===== src/rtl/i2s_source_gen.sv =====
// I2S slave transmitter that follows an external BCLK/WS pair and serialises
// samples from a counter, LFSR, constant or square-wave pattern source.
`timescale 1ns/1ps
module i2s_source_gen #(
   parameter int          DATA_W    = 16,
   parameter int          SLOT_W    = 32,
   parameter int          MODE      = 0,
   parameter int          SQ_HALF   = 4,
   parameter logic [31:0] LFSR_SEED = 32'hACE1_0001
) (
   input  logic              HCLK,
   input  logic              HRESET,
   input  logic              en,
   input  logic [1:0]        pattern_sel,
   input  logic [DATA_W-1:0] const_val,
   input  logic              BCLK,
   input  logic              WS,
   output logic              DIN,
   output logic              busy,
   output logic [15:0]       frame_cnt
);

   localparam int                PW        = $clog2(SLOT_W + 1);
   localparam int                SQW       = $clog2(SQ_HALF + 1);
   localparam logic [DATA_W-1:0] SQ_MIN    = DATA_W'(1) << (DATA_W - 1);
   localparam logic [DATA_W-1:0] SQ_MAX    = ~SQ_MIN;
   localparam logic [31:0]       LFSR_TAPS = 32'h8020_0003;

   function automatic logic [31:0] lfsr_step(input logic [31:0] s);
      lfsr_step = {1'b0, s[31:1]} ^ (s[0] ? LFSR_TAPS : 32'h0000_0000);
   endfunction

   logic              bclk_s1_r, bclk_s2_r, bclk_d_r;
   logic              ws_s1_r, ws_s2_r, ws_prev_r;
   logic              pending_r, busy_r, din_r;
   logic [DATA_W-1:0] sr_r, cnt_r, sample_s;
   logic [PW-1:0]     bit_pos_r;
   logic [31:0]       lfsr_r;
   logic              sq_low_r;
   logic [SQW-1:0]    sq_cnt_r;
   logic [15:0]       frame_cnt_r;
   logic              fall_s, ws_chg_s, arm_s, load_s, pend_s;

   // Edge detection, arming and load decisions, plus the sample mux.
   always_comb begin
      fall_s   = bclk_d_r & ~bclk_s2_r;
      ws_chg_s = ws_s2_r ^ ws_prev_r;
      arm_s    = en & fall_s & ~busy_r & ws_chg_s & ~ws_s2_r;
      if (MODE == 1) begin
         load_s = en & fall_s & ws_chg_s & (busy_r | arm_s);
         pend_s = 1'b0;
      end else begin
         load_s = en & fall_s & busy_r & pending_r;
         pend_s = en & fall_s & ws_chg_s & (busy_r | arm_s);
      end
      case (pattern_sel)
         2'd0:    sample_s = ws_s2_r ? ~cnt_r : cnt_r;
         2'd1:    sample_s = lfsr_r[31 -: DATA_W];
         2'd2:    sample_s = const_val;
         2'd3:    sample_s = sq_low_r ? SQ_MIN : SQ_MAX;
         default: sample_s = cnt_r;
      endcase
   end

   // Two-flop synchronisers for BCLK/WS, BCLK edge register and WS history.
   always_ff @(posedge HCLK) begin
      if (HRESET) begin
         bclk_s1_r <= 1'b0;
         bclk_s2_r <= 1'b0;
         bclk_d_r  <= 1'b0;
         ws_s1_r   <= 1'b0;
         ws_s2_r   <= 1'b0;
         ws_prev_r <= 1'b0;
      end else begin
         bclk_s1_r <= BCLK;
         bclk_s2_r <= bclk_s1_r;
         bclk_d_r  <= bclk_s2_r;
         ws_s1_r   <= WS;
         ws_s2_r   <= ws_s1_r;
         if (fall_s) begin
            ws_prev_r <= ws_s2_r;
         end
      end
   end

   // Arming state and the serial shifter; dropping en overrides any load.
   always_ff @(posedge HCLK) begin
      if (HRESET || !en) begin
         busy_r    <= 1'b0;
         pending_r <= 1'b0;
         din_r     <= 1'b0;
         sr_r      <= '0;
         bit_pos_r <= PW'(SLOT_W);
      end else if (fall_s) begin
         if (arm_s) begin
            busy_r <= 1'b1;
         end
         pending_r <= pend_s;
         if (load_s) begin
            din_r     <= sample_s[DATA_W-1];
            sr_r      <= sample_s << 1'b1;
            bit_pos_r <= PW'(1);
         end else if (busy_r) begin
            // Past the sample width the slot is padded with zeros.
            if (bit_pos_r < PW'(DATA_W)) begin
               din_r <= sr_r[DATA_W-1];
               sr_r  <= sr_r << 1'b1;
            end else begin
               din_r <= 1'b0;
            end
            if (bit_pos_r < PW'(SLOT_W)) begin
               bit_pos_r <= bit_pos_r + PW'(1);
            end
         end
      end
   end

   // Pattern generators and frame counter advance only on word loads.
   always_ff @(posedge HCLK) begin
      if (HRESET) begin
         cnt_r       <= '0;
         lfsr_r      <= LFSR_SEED;
         sq_low_r    <= 1'b0;
         sq_cnt_r    <= '0;
         frame_cnt_r <= 16'd0;
      end else if (load_s) begin
         case (pattern_sel)
            2'd0: begin
               if (ws_s2_r) begin
                  cnt_r <= cnt_r + DATA_W'(1);
               end
            end
            2'd1: lfsr_r <= lfsr_step(lfsr_r);
            2'd3: begin
               if (ws_s2_r) begin
                  if (sq_cnt_r == SQW'(SQ_HALF - 1)) begin
                     sq_cnt_r <= '0;
                     sq_low_r <= ~sq_low_r;
                  end else begin
                     sq_cnt_r <= sq_cnt_r + SQW'(1);
                  end
               end
            end
            default: ;
         endcase
         if (ws_s2_r) begin
            frame_cnt_r <= frame_cnt_r + 16'd1;
         end
      end
   end

   assign DIN       = din_r;
   assign busy      = busy_r;
   assign frame_cnt = frame_cnt_r;

endmodule


===== config.mk =====
export PLATFORM = sky130hd
export DESIGN_NAME = i2s_source_gen
export DESIGN_NICKNAME = d
export VERILOG_FILES = /design/src/rtl/i2s_source_gen.sv
export SDC_FILE = /design/constraint.sdc
export NUM_CORES = 1
export LEC_CHECK = 0
export BUFFER_PORTS_ARGS = -buffer_cell sky130_fd_sc_hd__buf_2
export CORE_MARGIN = 3
export CORE_UTILIZATION = 55
export DETAILED_ROUTE_END_ITERATION = 6
export PLACE_DENSITY = 0.75
export REMOVE_ABC_BUFFERS = 1
export SLEW_MARGIN = 20
export SYNTH_ARGS = -nofsm -noshare
export SYNTH_HDL_FRONTEND = slang
export SYNTH_SLANG_ARGS = --single-unit

===== constraint.sdc =====
create_clock -name HCLK -period 5.1 [get_ports HCLK]
set_input_delay 0.255 -clock HCLK [delete_from_list [all_inputs] [get_ports HCLK]]
set_output_delay 0.255 -clock HCLK [all_outputs]
set_load 0.01 [all_outputs]

* Word level (Yosys, flattened, before mapping)
Cells that the tools add are included.
** Word-level totals
- Register bits after elaboration :: 99
- Bits in latches :: 0
- Memory bits (writable) :: 0
- ROM bits :: 0
- Output and inout bits :: 18
- Word-level logic and storage cells :: 72
- Memories kept :: 0
** Cells by class
- Add/sub/neg operators :: 4
- $mul :: 0
- Div/mod/pow operators :: 0
- Magnitude comparators :: 2
- Equality and inequality tests :: 4
- Shifts and indexed selects :: 0
- Mux-type cells :: 14
- Bitwise operators :: 17
- Reductions and logical operators :: 15
** Operators with widths (number)
- two-way mux 16 bit :: 5
- one-hot mux 16 bit (4 select lines) :: 1
- adder 16 x 1 -> 16 bit, second input constant :: 2
- two-way mux 32 bit :: 1
- bitwise XOR 31 x 32 -> 32 bit :: 1
- two-way mux 6 bit :: 3
- NOT 16 bit :: 1
- AND reduction 3 bit :: 4
- bitwise AND 1 bit :: 9
- AND reduction 2 bit :: 4
- adder 6 x 1 -> 6 bit, second input constant :: 1
- < comparator 6 x 5 -> 1 bit, second input constant :: 1
- < comparator 6 bit, second input constant :: 1
- nonzero test 2 bit :: 3
- == test 2 bit, second input constant :: 2
- NOT 1 bit :: 4
- AND reduction 4 bit :: 1
- adder 3 x 1 -> 3 bit, second input constant :: 1
- == test 3 x 2 -> 1 bit, second input constant :: 1
- two-way mux 1 bit :: 3
- two-way mux 3 bit :: 1
- == test 2 x 1 -> 1 bit, second input constant :: 1
- logical NOT 2 bit :: 1
- logical NOT 1 bit :: 1
- 3 further kinds :: 3

* Longest topological paths before layout
Gate-level depths: netlist (run 1).
- Depth in word-level cells :: 8
- Mapped depth :: 7

* Least setup slack after synthesis (run 1)
No wires, ideal clock.
- Path kind :: register to register
- From :: register busy_r (netlist: busy)
- To :: register frame_cnt_r[13] (netlist: frame_cnt[13])
- Setup time :: 0.121 ns
- Arrival :: 1.675 ns
- Required time :: 4.979 ns
- Setup slack :: 3.304 ns
- Cell stages (with the launch flop) :: 6
- Buffers on the path :: 1
- Clock period less this slack :: 1.796 ns
- Cell sequence :: dfxtp_1 > nand4b_2 > or3_1 > clkbuf_1 > nor4_1 > mux2_2
** On the way
- Longest elaborated chain between the ends :: 3
** Ends and longest elaborated chain
- start, declared :: line 35 : logic pending_r, busy_r, din_r;
- start signal, assigned :: line 89 : busy_r <= 1'b0;
- start signal, assigned :: line 96 : busy_r <= 1'b1;
- bitwise AND 1 bit (2 in a row) :: line 53 : load_s = en & fall_s & busy_r & pending_r;
- AND reduction 2 bit (no source line)
- end signal, assigned :: line 147 : frame_cnt_r <= frame_cnt_r + 16'd1;
- end, declared :: line 41 : logic [15:0] frame_cnt_r;
Every way passes these cells.
A chain may end at the register's enable or synchronous reset.

* Final worst setup path (run 1)
- From :: register ws_s2_r
- To :: register frame_cnt_r[13] (netlist: frame_cnt[13])
** On the way
- Longest elaborated chain between the ends :: 1
** Ends and longest elaborated chain
- start, declared :: line 34 : logic ws_s1_r, ws_s2_r, ws_prev_r;
- start signal, assigned :: line 79 : ws_s2_r <= ws_s1_r;
- AND reduction 2 bit (no source line)
Every way passes these cells.

==> results of run 1 <==
critical path, delay by kind of cell, from the launching register on:
kind	cells	cell delay, ns
multiplexers	1	0.38
flip-flops	1	1.01
AND/OR/NAND/NOR	3	1.16
registers in the layout, summed over array words and instances, names as in the netlist:
signal,flops
ws_prev_r,1
bclk_d_r,1
bclk_s1_r,1
frame_cnt,16
lfsr_r,32
sq_cnt_r,3
sr_r,15
cnt_r,16
pending_r,1
ws_s2_r,1
DIN,1
bit_pos_r,6
bclk_s2_r,1
sq_low_r,1
busy,1
ws_s1_r,1
layout by cell type, fill, tap and decap left out, types with 11 or more instances in the layout:
cell type	instances
o21ai_0	40
inv_1	11
nand3_1	14
nor2_1	33
xor2_1	23
o22ai_1	14
buf_2	40
nand4_1	11
dfxtp_1	98
a211o_1	16
a21oi_1	47
a31oi_1	14
nand2_1	88
worst max-delay path by stage:
stage / from / slack, ns / end
global placement: ws_s2_r / 2.63 / cnt_r[13]
floorplan: busy / 2.66 / lfsr_r[0]
CTS: ws_s2_r / 2.47 / cnt_r[13]
finish: ws_s2_r / 2.45 / frame_cnt[13]
detailed placement: ws_s2_r / 2.48 / frame_cnt[13]
global route: ws_s2_r / 2.28 / cnt_r[13]
routing by layer:
layer	GRT usage, %	vias to the layer above	routed length (µm)
li1	-	1990	-
met1	31.9	1917	4850
met2	34.9	100	4900
met3	3.37	19	553
met4	7.45	0	218
met5	0	-	0
stage by stage:
stage / util [%] / cell area (µm²) / cells
6_report: 63.2 / 4980 / 676
5_1_grt: 63.2 / 4980 / 676
4_1_cts: 63.2 / 4980 / 676
3_5_place_dp: 60.4 / 4760 / 660
3_3_place_gp: 60.4 / 4760 / 660
2_1_floorplan: - / 4410 / 516
area by class of cell:
class                      count  area (µm²)  area share (%)
clock buffer                  11         141            2.84
clock inverter                 5        77.6            1.56
inverter                      11        41.3           0.828
multi-input combinational    407        2420            48.5
sequential                    98        1960            39.4
tap                          102         128            2.56
timing repair buffer          42         215            4.32
power breakdown:
part / internal [mW] / switching, mW
clock: 0.288 / 0.258
sequential: 0.766 / 0.00341
combinational: 0.0188 / 0.0323
logic make-up (layout without fill, tap and decap cells):
family                   Yosys count  after routing  share of synthesized area [%]
AND/OR/NAND/NOR                  214            214                           23.7
adder cells (fa/ha/maj)            4              4                           1.09
XOR/XNOR                          33             33                           6.32
AO/OA/AOI/OAI                    148            148                           19.4
flip-flops                        98             98                           42.9
multiplexers                       8              8                           2.11
buffers and inverters             50             69                           4.43
==> run summary, run 1 <==
status -> finished clean
slowest cell on the critical path -> dfxtp_1
Yosys reg bits -> 98
nets -> 596
clk root buf -> clkbuf_8
Area growth, synth to finish -> 8.97%
WL/cell -> 15.6 µm
total negative slack -> 0 ns
worst path required time -> 5.36 ns
first-pass GRT wire length -> 17.8 mm
CTS clk-pin slew, worst paths -> 0.10 ns
yosys warns -> 0
final max-slew violation count -> 0
# clock sinks -> 98
die width -> 97.2 µm
asr flop ratio synth -> 0%
reg-to-reg endpoint -> frame_cnt[13]
Syn Area/Cell -> 8.24 µm²
RSZ-0062 raised after global routing -> false
Cell Rows -> 32
Final Hold Violating Endpoints -> 0
Leakage Power -> 1.87 nW
Routed WL -> 10.5 mm
setup slack, reg-to-reg -> 2.45 ns
final worst slack -> 2.45 ns
I/O Pins -> 41
initial antenna violation count -> 0
Yosys cell types -> 50
Initial Util -> 58.0%
Worst Skew -> 0.0103 ns
WHS Path Cells -> 2
measured slew at the worst slew-check pin -> 1.04 ns
Initial DRC Count -> 355
vias in the first global route -> 3654
most common cell in the netlist -> dfxtp_1
main area contributors after synthesis -> dfxtp_1, nand2_1, a21oi_1, xor2_1, o21ai_0
post-route ant nets -> 0
max cap viols -> 0
EDFF count, synth -> 0
GR Overflow Total -> 0
PD cells -> 274 mW/mm²
vias after detailed routing -> 4026
main flop type after synthesis -> dfxtp_1
fin crit period -> 2.65 ns
Gate Count Post-Synth -> 555
n_diodes -> 0
commonest cells in the netlist -> dfxtp_1, nand2_1, a21oi_1
DRC viols -> 0
Tot Pwr -> 1.37 mW
CTS H-tree lvls -> 3
Core Box Area -> 0.00789 mm²
Min Hold Slack -> 0.107 ns
number of fill cells -> 671
port bufs -> 40
Global Route Usage Sum -> 22.4%
R2R depth -> 4
Worst setup EP type -> flop
CTS Hold Bufs -> 0
router iterations before antenna repair -> 5
Skew-Pair Late Insertion Delay -> 0.36 ns
CTS buffer count -> 9
layout cells sized above 1 -> 12.7%
Yosys top cell area share -> 42.9%
Clock Tree Buf Depth -> 2
Cell Area, Synth -> 0.00457 mm²
CP startpoint kind -> flop
Max-slew headroom -> 30.4%
Fmax achieved -> 378 MHz
post-DP HPWL -> 7.35 mm
PostCTS Resize Cnt -> 0
class of the worst hold path -> in2reg
RR Startpoint -> ws_s2_r
Period Utilization, post-route -> 51.9%
TritonCTS clock tree -> done
final setup violation count -> 0
CP peak stage delay -> 1.01 ns
area leader, netlist -> dfxtp_1
Via density -> 5.96
post-CTS setup buffers -> 0
Vert. Die Dim -> 97.2 µm
WS Path Type -> reg2reg
Final GP Congestion -> 0.890
hold_sp -> BCLK
pin count of the biggest net entering global routing -> 81
Critical Path Fanout Max -> 22
WHS Endpoint -> bclk_s1_r
sequential-to-total area share from yosys stat -> 42.9%
Setup Slack @ Placement -> 2.48 ns
die area -> 0.00945 mm²
crit path cell chain -> nand4b_2 > or3_1 > nor4_1 > mux2_2
worst vdd ir -> 0.158 mV
CP arrival -> 2.90 ns
No activity file was read; power rests on OpenSTA's default activity.
==> inputs of run 2 (changes only) <==
--- a/config.mk
+++ b/config.mk
@@ -5,11 +5,12 @@
 export SDC_FILE = /design/constraint.sdc
 export NUM_CORES = 1
 export LEC_CHECK = 0
+export ABC_AREA = 1
 export BUFFER_PORTS_ARGS = -buffer_cell sky130_fd_sc_hd__buf_2
 export CORE_MARGIN = 3
 export CORE_UTILIZATION = 55
 export DETAILED_ROUTE_END_ITERATION = 6
-export PLACE_DENSITY = 0.75
+export PLACE_DENSITY = 0.74
 export REMOVE_ABC_BUFFERS = 1
 export SLEW_MARGIN = 20
 export SYNTH_ARGS = -nofsm -noshare
==> constraint.sdc (replaced) <==
create_clock -name HCLK -period 2.5 [get_ports HCLK]
set_input_delay 0.125 -clock HCLK [delete_from_list [all_inputs] [get_ports HCLK]]
set_output_delay 0.125 -clock HCLK [all_outputs]
set_load 0.01 [all_outputs]
==> run 2 against run 1 <==
Combinational power grew to 2.8 times the previous value. Worst hold slack lost 0.043 ns. Clock skew grew 0.0049 ns. Clock power grew 100%. Synthesized area grew 7.1%. Sequential share of layout area shrank 2.8 points.
==> run summary, run 2 <==
status -> finished clean
first-pass GRT wire length -> 19.4 mm
R2R depth -> 7
post-route ant nets -> 0
post-synthesis simple-gate area fraction -> 30.3%
Worst Skew -> 0.0152 ns
Leakage Power -> 2.21 nW
main flop type after synthesis -> dfxtp_1
Syn Area/Cell -> 6.84 µm²
Via density -> 5.36
Fmax achieved -> 546 MHz
max cap viols -> 0
number of fill cells -> 794
Critical Path Fanout Max -> 17
I/O Pins -> 41
largest family of logic cells by synthesized area -> simple AND/OR/NAND/NOR gates
worst vdd ir -> 0.415 mV
total negative slack -> 0 ns
placed instance area -> 0.00514 mm²
Cell Rows -> 33
vias after detailed routing -> 4591
Final Hold Violating Endpoints -> 0
final max-slew violation count -> 0
Initial Util -> 58.1%
vias in the first global route -> 4130
CP startpoint kind -> flop
max FFs per register -> 32
post-synthesis mux area share -> 0%
reg-to-reg endpoint -> cnt_r[2]
area leader, netlist -> dfxtp_1
commonest cells after routing, fill and taps aside -> nand2_1, nor2_1, dfxtp_1
layout cells sized above 1 -> 12.3%
RR Startpoint -> busy
main area contributors after synthesis -> dfxtp_1, nand2_1, nor2_1, o21ai_0, a21oi_1
Initial DRC Count -> 282
measured slew at the worst slew-check pin -> 0.570 ns
CTS buffer count -> 9
Synth Area in Adders -> 1.02%
Core Box Area -> 0.00842 mm²
EDFF count, synth -> 0
port bufs -> 40
die area -> 0.0101 mm²
Min Hold Slack -> 0.0636 ns
dpl cells -> 838
CP arrival -> 2.09 ns
Biggest register -> lfsr_r
Worst setup EP type -> flop
Yosys cell types -> 37
CP endpoint -> cnt_r[2]
CP startpoint -> busy
DRC viols -> 0
Tot Pwr -> 2.82 mW
Synth Area in XOR/XNOR -> 2.15%
WL/cell -> 13.1 µm
post-CTS setup buffers -> 0
final cell count without fillers -> 856
Gate Count Post-Synth -> 716
n_diodes -> 0
most common cell in the netlist -> nand2_1
# clock sinks -> 98
Clock Tree Buf Depth -> 2
commonest cells in the netlist -> nand2_1, nor2_1, dfxtp_1
fin crit period -> 1.83 ns
Cell Area, Synth -> 0.00490 mm²
die width -> 100 µm
initial antenna violation count -> 0
Vert. Die Dim -> 100 µm
CTS H-tree lvls -> 3
Area growth, synth to finish -> 9.71%
post-DP HPWL -> 8.02 mm
WS Path Type -> reg2reg
Final GP Congestion -> 0.874
yosys warns -> 0
nets -> 773
Skew-Pair Late Insertion Delay -> 0.37 ns
GR Overflow Total -> 0
pin count of the biggest net entering global routing -> 28
RSZ-0062 raised after global routing -> false
worst path required time -> 2.76 ns
leading cell type in the layout, fill and taps excluded -> nand2_1
Yosys reg bits -> 98
setup slack, reg-to-reg -> 0.67 ns
router iterations before antenna repair -> 5
Routed WL -> 11.2 mm
post-route cell area -> 0.00537 mm²
PD cells -> 525 mW/mm²
asr flop ratio synth -> 0%
Period Utilization, post-route -> 73.2%
CTS clk-pin slew, worst paths -> 0.09 ns
sequential-to-total area share from yosys stat -> 40.1%
class of the worst hold path -> in2reg
Global Route Usage Sum -> 23.3%
post-synthesis compound-gate area fraction -> 18.5%
Max-slew headroom -> 62.0%
PostCTS Resize Cnt -> 0
TritonCTS clock tree -> done
final setup violation count -> 0
Yosys top cell area share -> 40.1%
clk root buf -> clkbuf_8
run 2: critical path, cell delays in order (launching register included):
cell     delay (ns)
dfxtp_1        0.40
nand3_4        0.14
nor2_8         0.25
nand2_4        0.18
inv_2          0.25
nand2_2        0.24
o21ai_0        0.21
a21oi_1        0.05
run 2: worst min-delay path by stage:
stage	start	to	slack, ns	cells past startpoint
after floorplan	HRESET	cnt_r[11]	0.19	1
after global placement	WS	ws_s1_r	0.33	3
after detailed placement	BCLK	bclk_s1_r	0.33	3
after CTS	HRESET	cnt_r[14]	0.05	2
after global routing	HRESET	cnt_r[14]	0.07	2
final	HRESET	cnt_r[14]	0.06	2
run 2: through the flow:
stage	utilization, %	setup WS, ns
2_1_floorplan	-	0.423
3_3_place_gp	61.0	0.782
3_5_place_dp	61.0	0.689
4_1_cts	63.8	0.674
5_1_grt	63.8	0.447
6_report	63.8	0.670
run 2: what timing repair did:
item / in CTS / in global routing
hold endpoints to repair: 2 / 0
hold buffers: 2 / 0
endpoints found under the setup margin: 0 / 0
run 2: kinds of logic (layout without fill, tap and decap cells):
family / count (synthesis) / in the layout
xor gates and xnor gates: 12 / 12
adders and majority gates: 4 / 4
DFF: 98 / 98
buffers and inverters: 92 / 127
AOI/OAI and AO/OA: 167 / 167
and+or+nand+nor: 343 / 343
run 2: final cells by class:
class                           count  area [µm²]  share of cell area [%]
Timing Repair Buffer               50         280                    5.22
Multi-Input combinational cell    526        2550                    47.4
Inverter                           61         236                    4.40
Sequential cell                    98        1960                    36.5
Clock buffer                        9         124                    2.31
Tap cell                          105         131                    2.45
Clock inverter                      7        91.3                    1.70
run 2: power breakdown:
part           internal [mW]  total (mW)  switching (mW)
Combinational         0.0470       0.141          0.0943
Clock                  0.494        1.11           0.620
Sequential              1.56        1.57         0.00219
Total                   2.11        2.82           0.716
run 2: routing by layer:
metal / vias to the layer above / track usage, % / wire (µm)
met3: 16 / 3.96 / 625
li1: 2397 / - / -
met2: 140 / 36.4 / 4990
met1: 2038 / 33.1 / 5470
met5: - / 0 / 0
met4: 0 / 6.63 / 153
